$ cat src/rtl/it_pkg.sv
// Shared types and sizes for the program loader that feeds the accumulator CPU.
// Loader states plus memory geometry of the CPU program store.
package it_pkg;

  localparam int IT_ADDR_W    = 5;
  localparam int IT_DATA_W    = 8;
  localparam int IT_MEM_DEPTH = 32;

  typedef enum logic [3:0] {
    S_IDLE,
    S_ACCEPT,
    S_ADDR,
    S_WRITE,
    S_RUN,
    S_ENTER,
    S_GAP,
    S_DONE,
    S_ERR
  } it_state_e;

endpackage

$ cat src/rtl/it_prog_loader.sv
// Host-side loader: writes a program image into the CPU, feeds operands
// through the Enter strobe and captures the CPU output at Halt.
module it_prog_loader
  import it_pkg::*;
#(
  parameter int ADDR_W       = IT_ADDR_W,
  parameter int DATA_W       = IT_DATA_W,
  parameter int ENTER_CYCLES = 2
) (
  input  logic              Clock,
  input  logic              Reset,
  input  logic              start,
  input  logic              prog_valid,
  input  logic [DATA_W-1:0] prog_data,
  input  logic              prog_last,
  output logic              prog_ready,
  input  logic              in_valid,
  input  logic [DATA_W-1:0] in_data,
  output logic              in_ready,
  input  logic              Halt,
  input  logic [DATA_W-1:0] cpu_out,
  output logic              programEn,
  output logic              Addrload,
  output logic              PRload,
  output logic [ADDR_W-1:0] AddrSel,
  output logic [DATA_W-1:0] Input,
  output logic              Enter,
  output logic [DATA_W-1:0] result,
  output logic              result_valid,
  output logic              busy,
  output logic              err
);

  localparam int CW = $clog2(ENTER_CYCLES + 1);
  localparam logic [ADDR_W-1:0] ADDR_MAX = {ADDR_W{1'b1}};
  localparam logic [CW-1:0] CNT_LAST = CW'(ENTER_CYCLES - 1);

  it_state_e         state_q, state_d;
  logic [ADDR_W-1:0] addr_q, addr_d;
  logic [DATA_W-1:0] data_q, data_d;
  logic              last_q, last_d;
  logic [CW-1:0]     cnt_q, cnt_d;
  logic [DATA_W-1:0] res_q, res_d;
  logic              rv_q, rv_d;
  logic              err_q, err_d;
  logic              running;
  logic              parked;

  assign running = (state_q == S_RUN) || (state_q == S_ENTER) ||
                   (state_q == S_GAP);
  assign parked  = (state_q == S_IDLE) || (state_q == S_DONE) ||
                   (state_q == S_ERR);

  always_ff @(posedge Clock or negedge Reset) begin
    if (!Reset) begin
      state_q <= S_IDLE;
      addr_q  <= '0;
      data_q  <= '0;
      last_q  <= 1'b0;
      cnt_q   <= '0;
      res_q   <= '0;
      rv_q    <= 1'b0;
      err_q   <= 1'b0;
    end else begin
      state_q <= state_d;
      addr_q  <= addr_d;
      data_q  <= data_d;
      last_q  <= last_d;
      cnt_q   <= cnt_d;
      res_q   <= res_d;
      rv_q    <= rv_d;
      err_q   <= err_d;
    end
  end

  always_comb begin
    state_d = state_q;
    addr_d  = addr_q;
    data_d  = data_q;
    last_d  = last_q;
    cnt_d   = cnt_q;
    res_d   = res_q;
    rv_d    = rv_q;
    err_d   = err_q;
    case (state_q)
      S_IDLE, S_DONE, S_ERR: begin
        if (start) begin
          state_d = S_ACCEPT;
          addr_d  = '0;
          rv_d    = 1'b0;
          err_d   = 1'b0;
        end
      end
      S_ACCEPT: begin
        if (prog_valid) begin
          data_d  = prog_data;
          last_d  = prog_last;
          state_d = S_ADDR;
        end
      end
      S_ADDR: state_d = S_WRITE;
      S_WRITE: begin
        if (last_q) begin
          state_d = S_RUN;
        end else if (addr_q == ADDR_MAX) begin
          state_d = S_ERR;
          err_d   = 1'b1;
        end else begin
          addr_d  = addr_q + 1'b1;
          state_d = S_ACCEPT;
        end
      end
      S_RUN: begin
        if (!Halt && in_valid) begin
          data_d  = in_data;
          cnt_d   = '0;
          state_d = S_ENTER;
        end
      end
      S_ENTER: begin
        if (cnt_q == CNT_LAST) state_d = S_GAP;
        else cnt_d = cnt_q + 1'b1;
      end
      S_GAP: state_d = S_RUN;
      default: state_d = S_IDLE;
    endcase
    // Halt wins over any operand activity while the CPU runs
    if (running && Halt) begin
      res_d   = cpu_out;
      rv_d    = 1'b1;
      state_d = S_DONE;
    end
  end

  assign prog_ready   = (state_q == S_ACCEPT);
  assign in_ready     = (state_q == S_RUN) && !Halt;
  assign Addrload     = (state_q == S_ADDR);
  assign PRload       = (state_q == S_WRITE);
  assign Enter        = (state_q == S_ENTER) && !Halt;
  assign programEn    = !running;
  assign busy         = !parked;
  assign AddrSel      = addr_q;
  assign Input        = data_q;
  assign result       = res_q;
  assign result_valid = rv_q;
  assign err          = err_q;

endmodule

$ cat config.mk
export PLATFORM = sky130hd
export DESIGN_NAME = it_prog_loader
export DESIGN_NICKNAME = d
export VERILOG_FILES = /design/src/rtl/it_pkg.sv /design/src/rtl/it_prog_loader.sv
export SDC_FILE = /design/constraint.sdc
export NUM_CORES = 1
export LEC_CHECK = 0
export CORE_UTILIZATION = 40
export CTS_CLUSTER_SIZE = 25
export DETAILED_ROUTE_END_ITERATION = 8
export GPL_ROUTABILITY_DRIVEN = 0
export PLACE_DENSITY = 0.7
export SYNTH_ARGS = -nofsm -noshare
export SYNTH_HDL_FRONTEND = slang
export SYNTH_SLANG_ARGS = --single-unit
$ cat constraint.sdc
create_clock -name Clock -period 2.7 [get_ports Clock]
set_input_delay 0.675 -clock Clock [delete_from_list [all_inputs] [get_ports Clock]]
set_output_delay 0.675 -clock Clock [all_outputs]
set_load 0.1 [all_outputs]
==> impl_results.md <==
- Result of the run: finished, final reports clean
- Antenna violations before repair: 0
- Worst path slowest cell: sky130_fd_sc_hd__dfrtp_1
- Source of the worst hold timing path: Input[2]
- Final WL: 3600 um
- X dimension of the die: around 65 um
- Quantity of I/O buffers inserted on ports: 60
- Crit Path Class: flop to output pin
- Via count: ~1.3k
- Number of enable flip-flop cells after synthesis: 0
- Worst stage delay on the critical path: 540 ps
- Maximum buffer depth of the clock tree: 2
- Worst-case clock skew: around 6.5 ps
- TritonCTS Buffers: 5
- GRT Util Overall: a little under a fifth
- Slew at the pin with the worst max-slew slack: around 660 ps
- Crit start category: flop
- Worst min path class: flop to flop
- Crit path time final: roughly 2500 ps
- Number of failing hold endpoints at the final stage: 0
- Average cell area after synthesis: 11.2 um^2
- Crit path cell chain: nand2b_1, or3_1, nor2_2, buf_12
- Number of search-and-repair iterations in the first detailed-routing pass: 4
- Area growth from synthesis to layout: 47.2%
- FF-to-FF setup slack: between 700 and 800 ps
- Largest driver fanout on the critical path: 12
- Synth Instances: approximately 140
- Number of maximum-capacitance constraint violations: 0
- Global-route wire length before repair: 5820 um
- Crit-path leading delay family: simple AND/OR/NAND/NOR gates
- Count of inserted antenna diode cells: 0
- Origin of the critical flop-to-flop path: state_q[1]
- Flip-flop cell with the highest count after synthesis: sky130_fd_sc_hd__dfrtp_1
- Number of buffers inserted by hold repair at cts: 0
- CTS tree: built
- Clock edge transition at the registers on the reported setup and hold paths: 70 ps
- Initial core utilization: approximately 43%
- Crit share post-route: between 90% and 100%
- #FFs+latches synth: 30
- CTS sink count: 30
- Post-CTS setup repair buffer count: 0
- Vias in the first global route: 1314
- Final core utilization: a little over three fifths
- CP Capture Type: output pin
- Sum of net half-perimeters after detailed placement: 2670 um
- DR iter-0 viols: 55
- Post-cts repair resize count: 0
- DRT antenna net count: 0
- Required time reported for the critical path endpoint: between 2000 and 2500 ps
- Worst Path Arrival: between 1500 and 2000 ps
- Share of the yosys chip area belonging to registers: a little under half
- Number of design rule violations left after detail routing: 0
- Fmax: approximately 400 MHz
- Wirelength per Cell: between 10 and 15 um
- Overflow left after global routing: 0
- CTS Root Buffer Type: sky130_fd_sc_hd__clkbuf_8
- Pins Over Slew Limit: 0
- Normalized max-slew margin: 55.9%
- Proportion of layout cells with a drive suffix above 1: between 20% and 30%
- Number of levels in the clock H-tree: 2
- Count of unique library cells instantiated by Yosys: 43
- Unrepaired setup endpoints after global routing: false
- Net count after synthesis: about 180
- Number of nets in the final layout: around 240
- Yosys warnings: 0
- Worst setup path start: state_q[3]
- Number of top-level design ports: 61
- Share of flip-flops with an asynchronous set or reset: 100%
- Cell Area, Synth: about 0.0016 mm^2
- Site Rows: 22
- Clock latency at the later pin of the worst-skew pair: around 270 ps
- WP buf/inv: 1
- Maximum number of pins on one net before global-route repair: 31
- Via/cell ratio: about 5.1
- Height of the die: about 65 um
- Die footprint: 0.00429 mm^2
- Core Area: about 0.0038 mm^2
- Final setup violation count: 0
[cells in the final DEF, fill, tap and decap left out, types with 2 or more instances in the layout]
cell type and count:
sky130_fd_sc_hd__inv_1 3, sky130_fd_sc_hd__xnor2_1 2, sky130_fd_sc_hd__a22o_1 3, sky130_fd_sc_hd__and3_1 2, sky130_fd_sc_hd__nor2b_1 2, sky130_fd_sc_hd__nor2_1 6, sky130_fd_sc_hd__o31ai_1 2, sky130_fd_sc_hd__buf_4 27
sky130_fd_sc_hd__nor3_2 3, sky130_fd_sc_hd__nand3_1 2, sky130_fd_sc_hd__nand2b_1 4, sky130_fd_sc_hd__a21oi_1 4, sky130_fd_sc_hd__mux2_1 9, sky130_fd_sc_hd__mux2_4 2, sky130_fd_sc_hd__mux2i_1 11, sky130_fd_sc_hd__clkdlybuf4s50_1 30
sky130_fd_sc_hd__buf_12 7, sky130_fd_sc_hd__nand2_1 15, sky130_fd_sc_hd__ha_1 3, sky130_fd_sc_hd__o21ai_1 8, sky130_fd_sc_hd__and2_1 2, sky130_fd_sc_hd__clkbuf_8 6, sky130_fd_sc_hd__dfrtp_1 30, sky130_fd_sc_hd__o21ai_0 2
[logic make-up after synthesis]
group | share of synthesized area, %
fa+ha+maj | 2.33
compound gates | 12.5
mux | 15.0
simple gates | 18.2
xor+xnor | 1.09
flops | 46.5
buf+inv | 4.42
[state kept, by name (all words and copies together) (netlist names)]
| signal | cells |
|---|---|
| Input | 8 |
| result | 8 |
| AddrSel | 5 |
| state_q | 4 |
| cnt_q | 2 |
| err | 1 |
| last_q | 1 |
| result_valid | 1 |
[final timing paths]
kind	to	cells after the start
setup / recovery	Enter	4
hold / removal	Input[2]	2
setup reg to reg	AddrSel[0]	4
hold reg to reg	Input[2]	2
max in group asynchronous	Input[6]	2
min in group asynchronous	Input[3]	2
[cell usage after synthesis, types with 3 or more instances]
cell type,instances,area share [%]
sky130_fd_sc_hd__ha_1,3,2.3
sky130_fd_sc_hd__nor3_1,3,0.93
sky130_fd_sc_hd__nand2b_1,4,1.6
sky130_fd_sc_hd__o21ai_1,8,2.5
sky130_fd_sc_hd__a22o_1,3,1.6
sky130_fd_sc_hd__nor2_1,7,1.6
sky130_fd_sc_hd__dfrtp_1,30,47
sky130_fd_sc_hd__nand2_1,15,3.5
sky130_fd_sc_hd__buf_2,3,0.93
sky130_fd_sc_hd__a21oi_1,4,1.2
sky130_fd_sc_hd__mux2_1,9,6.3
sky130_fd_sc_hd__mux2i_1,11,6.8
sky130_fd_sc_hd__inv_1,3,0.70
[layout make-up]
type,instances,area [um^2]
sequential,30,751
fill,307,1400
inverter,4,15.0
clock buffer,6,82.6
multi-input combinational,102,810
clock inverter,2,12.5
tap,48,60.1
timing repair buffer,64,643
[worst min-delay path: stages (launching register included)]
cell and delay [ps]:
sky130_fd_sc_hd__dfrtp_1 340, sky130_fd_sc_hd__nand2_1 50, sky130_fd_sc_hd__o21ai_1 60
[stage by stage]
stage	worst slack, ps	area [um^2]	setup TNS [ps]	hold slack, ps	cells
after floorplan	-420	1630	-420	379	144
after global placement	310	2280	0	460	248
after detailed placement	288	2280	0	476	248
after CTS	190	2370	0	490	256
after global routing	91.2	2370	0	515	256
final	191	2370	0	486	256
[layer usage]
metal | global-route usage (%) | part of all wire (%) | up-vias
met5 | 0 | 0 | -
met4 | 7.07 | 1.1 | 0
met3 | 5.73 | 4.7 | 4
met2 | 27.3 | 49 | 32
met1 | 23.9 | 45 | 616
li1 | - | - | 641
Power is not shown: default switching activity piles up to over one toggle a cycle in this logic, so the estimate is an artifact.
